==> src/rtl/gpio_wb.sv <==
// gpio_wb: Wishbone-classic GPIO block. It has synchronised key inputs,
// per-channel edge interrupts (status is write-1-to-clear) and registered
// LED outputs.
// Optional feature: define GPIO_DEBOUNCE_EN to add a per-channel debounce
// filter. The filter uses a DEB_W-bit counter and a DEB_MAX hold time.
// Register map (word address): 0 DATA_IN, 1 DATA_OUT, 2 IRQ_MASK,
// 3 IRQ_STATUS (W1C), 4 EDGE_SEL (1 = rising, 0 = falling), 5..7 read as 0.
module gpio_wb #(
    parameter int IN_W    = 4,
    parameter int OUT_W   = 4,
    parameter int DEB_MAX = 1000000,
    parameter int DEB_W   = 20
) (
    input  logic             clk,
    input  logic             rst_n,
    input  logic [2:0]       wb_adr_i,
    input  logic [31:0]      wb_dat_i,
    output logic [31:0]      wb_dat_o,
    input  logic             wb_we_i,
    input  logic             wb_stb_i,
    input  logic             wb_cyc_i,
    output logic             wb_ack_o,
    input  logic [IN_W-1:0]  gpio_i,
    output logic [OUT_W-1:0] gpio_o,
    output logic             irq_o
);

    localparam logic [2:0] ADR_DATA_IN  = 3'd0;
    localparam logic [2:0] ADR_DATA_OUT = 3'd1;
    localparam logic [2:0] ADR_MASK     = 3'd2;
    localparam logic [2:0] ADR_STATUS   = 3'd3;
    localparam logic [2:0] ADR_EDGE     = 3'd4;

    logic [IN_W-1:0]  sync1_q, sync2_q, stable_s, stable_dly_q;
    logic [IN_W-1:0]  mask_q, status_q, status_d, edge_sel_q;
    logic [IN_W-1:0]  rise_s, fall_s, edge_ev_s, w1c_s;
    logic [OUT_W-1:0] dout_q;
    logic             ack_q, irq_q, req_s, wr_s;
    logic [31:0]      dat_q, rdata_s;
    logic             unused_dat_s;

    // A new access starts only while ack is low, so a held strobe acks every other cycle.
    assign req_s        = wb_cyc_i & wb_stb_i & ~ack_q;
    assign wr_s         = req_s & wb_we_i;
    assign unused_dat_s = ^wb_dat_i;

    // Two-flop synchroniser for the asynchronous key inputs.
    always_ff @(posedge clk or negedge rst_n) begin
        if (!rst_n) begin
            sync1_q <= {IN_W{1'b0}};
            sync2_q <= {IN_W{1'b0}};
        end else begin
            sync1_q <= gpio_i;
            sync2_q <= sync1_q;
        end
    end

`ifdef GPIO_DEBOUNCE_EN
    localparam logic [DEB_W-1:0] CNT_LAST = DEB_W'(DEB_MAX - 1);
    localparam logic [DEB_W-1:0] CNT_ONE  = DEB_W'(1);

    for (genvar g = 0; g < IN_W; g++) begin : g_deb
        logic [DEB_W-1:0] cnt_q;
        logic             stable_q;

        // Count cycles the input disagrees with the stable level; any agreement restarts the count.
        always_ff @(posedge clk or negedge rst_n) begin
            if (!rst_n) begin
                cnt_q    <= {DEB_W{1'b0}};
                stable_q <= 1'b0;
            end else if (sync2_q[g] == stable_q) begin
                cnt_q    <= {DEB_W{1'b0}};
                stable_q <= stable_q;
            end else if (cnt_q == CNT_LAST) begin
                cnt_q    <= {DEB_W{1'b0}};
                stable_q <= ~stable_q;
            end else begin
                cnt_q    <= cnt_q + CNT_ONE;
                stable_q <= stable_q;
            end
        end

        assign stable_s[g] = stable_q;
    end
`else
    assign stable_s = sync2_q;
`endif

    // Edge selection per channel, merged with W1C clears (a new edge wins over a clear).
    always_comb begin
        rise_s    = stable_s & ~stable_dly_q;
        fall_s    = ~stable_s & stable_dly_q;
        edge_ev_s = (edge_sel_q & rise_s) | (~edge_sel_q & fall_s);
        if (wr_s && (wb_adr_i == ADR_STATUS)) begin
            w1c_s = wb_dat_i[IN_W-1:0];
        end else begin
            w1c_s = {IN_W{1'b0}};
        end
        status_d = (status_q & ~w1c_s) | edge_ev_s;
    end

    // Read mux; unmapped addresses and bits above the channel width read as zero.
    always_comb begin
        rdata_s = 32'h0000_0000;
        case (wb_adr_i)
            ADR_DATA_IN:  rdata_s[IN_W-1:0]  = stable_s;
            ADR_DATA_OUT: rdata_s[OUT_W-1:0] = dout_q;
            ADR_MASK:     rdata_s[IN_W-1:0]  = mask_q;
            ADR_STATUS:   rdata_s[IN_W-1:0]  = status_q;
            ADR_EDGE:     rdata_s[IN_W-1:0]  = edge_sel_q;
            default:      rdata_s = 32'h0000_0000;
        endcase
    end

    // Bus handshake: read data and writes commit on the same edge that raises ack.
    always_ff @(posedge clk or negedge rst_n) begin
        if (!rst_n) begin
            ack_q      <= 1'b0;
            dat_q      <= 32'h0000_0000;
            dout_q     <= {OUT_W{1'b0}};
            mask_q     <= {IN_W{1'b0}};
            edge_sel_q <= {IN_W{1'b0}};
        end else begin
            ack_q <= req_s;
            if (req_s) begin
                dat_q <= rdata_s;
            end else begin
                dat_q <= dat_q;
            end
            if (wr_s) begin
                case (wb_adr_i)
                    ADR_DATA_OUT: dout_q     <= wb_dat_i[OUT_W-1:0];
                    ADR_MASK:     mask_q     <= wb_dat_i[IN_W-1:0];
                    ADR_EDGE:     edge_sel_q <= wb_dat_i[IN_W-1:0];
                    default:      dout_q     <= dout_q;
                endcase
            end
        end
    end

    // Edge history, interrupt status and the registered interrupt line.
    always_ff @(posedge clk or negedge rst_n) begin
        if (!rst_n) begin
            stable_dly_q <= {IN_W{1'b0}};
            status_q     <= {IN_W{1'b0}};
            irq_q        <= 1'b0;
        end else begin
            stable_dly_q <= stable_s;
            status_q     <= status_d;
            irq_q        <= |(status_q & mask_q);
        end
    end

    assign wb_ack_o = ack_q;
    assign wb_dat_o = dat_q;
    assign gpio_o   = dout_q;
    assign irq_o    = irq_q;

endmodule

==> config.mk <==
export PLATFORM = sky130hd
export DESIGN_NAME = gpio_wb
export DESIGN_NICKNAME = d
export VERILOG_FILES = /design/src/rtl/gpio_wb.sv
export SDC_FILE = /design/constraint.sdc
export NUM_CORES = 1
export LEC_CHECK = 0
export BUFFER_PORTS_ARGS = -buffer_cell sky130_fd_sc_hd__buf_2
export CAP_MARGIN = 10
export CORE_UTILIZATION = 29
export DETAILED_ROUTE_END_ITERATION = 10
export PLACE_DENSITY = 0.62
export SKIP_CTS_REPAIR_TIMING = 1
export SLEW_MARGIN = 20
export SYNTH_ARGS = -nofsm -noshare
export SYNTH_HDL_FRONTEND = slang
export SYNTH_SLANG_ARGS = --single-unit
==> constraint.sdc <==
create_clock -name clk -period 1.3 [get_ports clk]
set_input_delay 0.195 -clock clk [delete_from_list [all_inputs] [get_ports clk]]
set_output_delay 0.195 -clock clk [all_outputs]
set_load 0.01 [all_outputs]
Word-level counts from Yosys, hierarchy flattened
Cells that the tools add are included.

Output and inout port bits: 38. Register bits: 34. Word-level logic and storage cells: 38. Input bits: 44.

Eq/ne operators: 4. Bitwise operators: 16. Reductions and logical operators: 6. Mux-type cells: 2.

Operators with widths (number): bitwise AND 4 bit (6); one-hot mux 4 bit (5 select lines) (1); inverter 4 bit (4); bitwise OR 4 bit (2); == test 3 x 2 -> 1 bit, second input constant (2); AND reduction 2 bit (3); 2-to-1 mux 4 bit (1); OR reduction 4 bit (1); bitwise AND 1 bit (3); == test 3 x 1 -> 1 bit, second input constant (1); == test 3 bit, second input constant (1); logical NOT 3 bit (1); logical AND 1 bit (1); inverter 1 bit (1).

Depth between registers and ports, before layout
Depth after elaboration: 8. Mapped depth: 5.

Worst setup path after synthesis
OpenSTA, ideal clock, no wires.

Kind: register -> register. From: reg ack_q (netlist: wb_ack_o). To: reg dout_q[0] (netlist: gpio_o[0]). Arrival time: 1.307 ns. Path buffers: 0. Slack: -0.132 ns. Period minus slack after synthesis: 1.432 ns. Setup time: 0.125 ns. Stages on the path, launching flop included: 5. Cell sequence: dfrtp_1 -> nand3b_4 -> inv_2 -> and4b_1 -> mux2_2.

Longest elaborated chain between the ends: 4.

RTL lines: start: declaration (line 38) `logic ack_q, irq_q, req_s, wr_s;`; start signal: assignment (line 124) `ack_q <= req_s;`; inverter 1 bit (line 43) `assign req_s = wb_cyc_i & wb_stb_i & ~ack_q;`; bitwise AND 1 bit (line 43); via req_s (line 38); bitwise AND 1 bit (line 44) `assign wr_s = req_s & wb_we_i;`; AND reduction 2 bit (no source line); end signal: assignment (line 120) `dout_q <= {OUT_W{1'b0}};`; end signal: assignment (line 132) `ADR_DATA_OUT: dout_q <= wb_dat_i[OUT_W-1:0];`; end signal: assignment (line 135) `default: dout_q <= dout_q;`; end: declaration (line 37) `logic [OUT_W-1:0] dout_q;`.

The timed path passes the listed nets, and every way through them passes these cells. A chain may end at the register's enable or synchronous reset.

Worst setup path after layout
From: reg ack_q (netlist: wb_ack_o). To: reg dout_q[2] (netlist: gpio_o[2]).

Same word-level chain as after synthesis.

==> tab_implementation.tex <==
\begin{tabular}{lr}
\hline
Metric & Value \\
\hline
\multicolumn{2}{l}{\textbf{Run status}} \\
\quad Status & complete, but fails checks \\
\quad Failing checks & negative setup slack \\
\multicolumn{2}{l}{\textbf{Synthesis}} \\
\quad Xor and xnor fraction of the mapped netlist area & 0\% \\
\quad Total number of yosys warnings & 0 \\
\quad Yosys top cell area share & 52.7\% \\
\quad Leading cell types by count after synthesis & sky130\_fd\_sc\_hd\_\_dfrtp\_1 (34), sky130\_fd\_sc\_hd\_\_buf\_4 (30), sky130\_fd\_sc\_hd\_\_nand2\_1 (14), sky130\_fd\_sc\_hd\_\_mux2\_2 (11) \\
\quad Netlist area before placement & 1620 um2 \\
\quad Most instantiated library cell after synthesis & sky130\_fd\_sc\_hd\_\_dfrtp\_1 \\
\quad Area fraction in compound gates after synthesis & 13.2\% \\
\quad Number of different library cells in the post-synthesis netlist & 27 \\
\quad Synthesized-area fraction occupied by and/or/nand/nor cells & 10.2\% \\
\quad Sequential fraction of the synthesis area & 52.7\% \\
\quad Mux cell area share after synthesis & 8.29\% \\
\quad Dominant cells by area after synthesis & sky130\_fd\_sc\_hd\_\_dfrtp\_1 (53\%), sky130\_fd\_sc\_hd\_\_buf\_4 (14\%), sky130\_fd\_sc\_hd\_\_mux2\_2 (7.7\%), sky130\_fd\_sc\_hd\_\_a22oi\_1 (3.7\%), sky130\_fd\_sc\_hd\_\_nand2\_1 (3.3\%) \\
\quad Cell type with the highest aggregate area in the netlist & sky130\_fd\_sc\_hd\_\_dfrtp\_1 \\
\quad Dominant synthesized flop cell & sky130\_fd\_sc\_hd\_\_dfrtp\_1 \\
\quad Dominant combinational cell family by area after synthesis & buffers and inverters \\
\quad Asr flop ratio synth & 100\% \\
\quad Synthesized area per cell & 11.2 um2 \\
\quad Adder and majority gate portion of the synthesized area & 0\% \\
\quad Synthesis-stage register bit count & 34 \\
\quad Gate count of the mapped netlist & 144 \\
\quad Number of synthesized flops with an enable pin & 0 \\
\multicolumn{2}{l}{\textbf{GRT}} \\
\quad Fraction of met2 tracks used by global routing & 16.1\% \\
\quad Number of global-route vias before repair & 983 \\
\quad Global route hottest layer & met2 \\
\quad Routing usage on met3 & 2.99\% \\
\quad Global Route Usage Sum & 10.6\% \\
\quad Total congestion overflow & 0 \\
\quad Antenna violations before repair & 0 \\
\quad Met1 capacity usage during global routing & 14.1\% \\
\quad First-pass GRT wire length & 4730 um \\
\quad Maximum number of pins on one net before global-route repair & 19 \\
\multicolumn{2}{l}{\textbf{Floorplanning}} \\
\quad Area inside the core boundary & 5240 um2 \\
\quad Io pins & 82 \\
\quad Cell row count & 26 \\
\quad Chip height & 76.6 um \\
\quad DIE AREA & 5870 um2 \\
\quad Die Span X & 76.6 um \\
\quad Initial cell density of the core & 30.8\% \\
\multicolumn{2}{l}{\textbf{Clocking}} \\
\quad Clk sink count & 34 \\
\quad Number of clock buffers inserted by TritonCTS & 5 \\
\quad Insertion delay of the later-clocked pin in the worst-skew pair & 0.28 ns \\
\quad Clock tree from TritonCTS & built \\
\quad Clock Tree Root & sky130\_fd\_sc\_hd\_\_clkbuf\_8 \\
\quad Clock transition at the register clock pins on the worst setup and hold paths after CTS & 0.07 ns \\
\quad H-Tree Level Count & 2 \\
\quad Clock tree buffer depth & 2 \\
\multicolumn{2}{l}{\textbf{Route}} \\
\quad Final routed wirelength across all metal layers & 2890 um \\
\quad Post-detailed-route count of antenna-violating nets & 0 \\
\quad DR WL/cell & 11.3 um \\
\quad Routed vias & 1074 \\
\quad Via/cell ratio & 4.20 \\
\quad Total DRC errors in the routed layout & 0 \\
\quad Starting DRC count in detailed routing & 71 \\
\quad Number of detailed-routing iterations run before antenna repair & 4 \\
\multicolumn{2}{l}{\textbf{Timing}} \\
\quad Final worst clock skew & 0.00479 ns \\
\quad Final Max Tran Viols & 0 \\
\quad Final period demand of the worst path & 1.37 ns \\
\quad Number of setup violations in the final report & 7 \\
\quad Period utilisation layout & 105\% \\
\quad Highest achievable clock rate & 731 MHz \\
\quad Post-route setup TNS & -0.264 ns \\
\quad Hold violation count in the final report & 0 \\
\quad Worst setup slack after layout & -0.0679 ns \\
\quad RSZ-0062 raised after global routing & true \\
\multicolumn{2}{l}{\textbf{Worst setup path}} \\
\quad Kind of end point of the critical path & flip-flop \\
\quad Sort of element at the start of the critical path & flip-flop \\
\quad Worst-path cell with the longest stage delay & sky130\_fd\_sc\_hd\_\_dfrtp\_1 \\
\quad Buffering stage count on the worst path with inverters included & 1 \\
\quad Data arrival time of the worst path & 1.53 ns \\
\quad Crit path max-delay family & simple AND/OR/NAND/NOR gates \\
\quad Max incr delay on CP & 0.37 ns \\
\quad Required time worst endpoint & 1.47 ns \\
\quad CP Class & flip-flop to flip-flop \\
\quad Highest net fanout along the worst path & 5 \\
\quad Series of cell instances along the critical path & nand3b\_4 -> inv\_4 -> and4b\_4 -> mux2\_4 \\
\multicolumn{2}{l}{\textbf{Placed design}} \\
\quad Sum of net half-perimeters after detailed placement & 2230 um \\
\quad Worst slack, placed & -0.117 ns \\
\quad Final RePlAce weighted congestion & 0.810 \\
\quad Placed inst area & 1820 um2 \\
\quad \# port buffers & 25 \\
\multicolumn{2}{l}{\textbf{Cells and area}} \\
\quad \# nets final & 229 \\
\quad Ratio of cells with drive above 1 in the final layout & 33.3\% \\
\quad Filler cell count & 534 \\
\quad Area added between synthesis and finish & 22.3\% \\
\quad ANT cells & 0 \\
\quad Post-layout instance area & 1980 um2 \\
\multicolumn{2}{l}{\textbf{Power}} \\
\quad Leakage power & 0.952 nW \\
\quad Highest ir drop seen on vdd & 0.675 mV \\
\quad Ratio of total power to cell area & 1460 nW/um2 \\
\multicolumn{2}{l}{\textbf{Run}} \\
\quad Max-cap violation count & 0 \\
\multicolumn{2}{l}{\textbf{Worst hold path}} \\
\quad Hold WC Path Type & primary input to flip-flop \\
\hline
\end{tabular}
where the power goes:
group / switching, mW / total, mW / internal (mW) / leakage [nW]
logic: 0.216 / 0.424 / 0.209 / 0.473
clock network: 0.379 / 1.20 / 0.818 / 0.0714
registers: 0.0830 / 1.26 / 1.18 / 0.407
total: 0.677 / 2.88 / 2.20 / 0.952
layout make-up:
cell class	instances	area (um2)	area share [%]
Sequential cell	34	851	43.1
Timing Repair Buffer	38	238	12.0
Clock buffer	6	82.6	4.18
Multi-Input combinational cell	101	636	32.2
Tap cell	70	87.6	4.43
Clock inverter	2	60.1	3.04
Inverter	5	21.3	1.08
logic make-up (layout without fill, tap and decap cells):
group / Yosys count / after routing
compound gates: 31 / 31
buf+inv: 36 / 51
flops: 34 / 34
mux: 12 / 12
other cells: 1 / 28
simple gates: 30 / 30
layer usage:
metal	wire, um	up-vias
li1	-	531
met1	1400	498
met2	1300	41
met3	157	4
met4	30	0
met5	0	-
cell usage in the layout (no fill, tap or decap):
master,Yosys,final
sky130_fd_sc_hd__a21oi_1,2,2
sky130_fd_sc_hd__a22oi_1,8,8
sky130_fd_sc_hd__a2bb2oi_1,3,3
sky130_fd_sc_hd__and3b_1,1,1
sky130_fd_sc_hd__and4b_4,0,1
sky130_fd_sc_hd__buf_12,0,1
sky130_fd_sc_hd__buf_2,1,25
sky130_fd_sc_hd__buf_4,30,11
sky130_fd_sc_hd__bufinv_16,0,2
sky130_fd_sc_hd__clkbuf_8,0,6
sky130_fd_sc_hd__conb_1,1,28
sky130_fd_sc_hd__dfrtp_1,34,34
sky130_fd_sc_hd__dlygate4sd3_1,0,1
sky130_fd_sc_hd__inv_1,4,4
sky130_fd_sc_hd__inv_4,0,1
sky130_fd_sc_hd__mux2_2,11,7
sky130_fd_sc_hd__mux2_4,0,4
sky130_fd_sc_hd__mux2i_1,1,1
sky130_fd_sc_hd__nand2_1,14,14
sky130_fd_sc_hd__nand3_1,2,2
sky130_fd_sc_hd__nand3b_4,1,1
sky130_fd_sc_hd__nand4_1,1,1
sky130_fd_sc_hd__nand4b_1,1,1
sky130_fd_sc_hd__nor2_1,4,4
sky130_fd_sc_hd__nor2_2,2,2
sky130_fd_sc_hd__nor2b_1,2,2
sky130_fd_sc_hd__nor2b_2,1,1
sky130_fd_sc_hd__o211ai_1,4,4
sky130_fd_sc_hd__o21a_1,2,2
sky130_fd_sc_hd__o21ai_0,8,4
sky130_fd_sc_hd__o21ai_1,0,4
sky130_fd_sc_hd__o221ai_1,1,1
sky130_fd_sc_hd__o31ai_1,3,3
final timing paths:
path	startpoint	end	slack, ns	cells after the start
setup / recovery	wb_ack_o$_DFF_PN0_	gpio_o[2]$_DFFE_PN0P_	-0.07	4
hold / removal	gpio_i[1]	sync1_q[1]$_DFF_PN0_	0.01	1
setup reg to reg	wb_ack_o$_DFF_PN0_	gpio_o[2]$_DFFE_PN0P_	-0.07	4
hold reg to reg	sync1_q[2]$_DFF_PN0_	stable_s[2]$_DFF_PN0_	0.35	0
max in group asynchronous	rst_n	wb_dat_o[2]$_DFFE_PN0N_	0.51	3
min in group asynchronous	rst_n	sync1_q[0]$_DFF_PN0_	0.37	2
flip-flops by register name, summed over array words and instances, names as in the netlist:
register,count
edge_sel_q,4
gpio_o,4
irq_o,1
mask_q,4
stable_dly_q,4
stable_s,4
status_q,4
sync1_q,4
wb_ack_o,1
wb_dat_o,4
per-stage QoR:
step / power, mW / cells / util [%] / hold WS, ns
final: 2.88 / 256 / 37.7 / 0.0127
after global routing: 3.01 / 256 / 37.7 / 0.00408
after CTS: 2.92 / 255 / 37.5 / -0.158
after detailed placement: 1.71 / 247 / 34.8 / 0.151
after global placement: 1.70 / 247 / 34.8 / 0.147
after floorplan: 1.59 / 171 / - / -0.101
No activity file was read; power rests on OpenSTA's default activity.
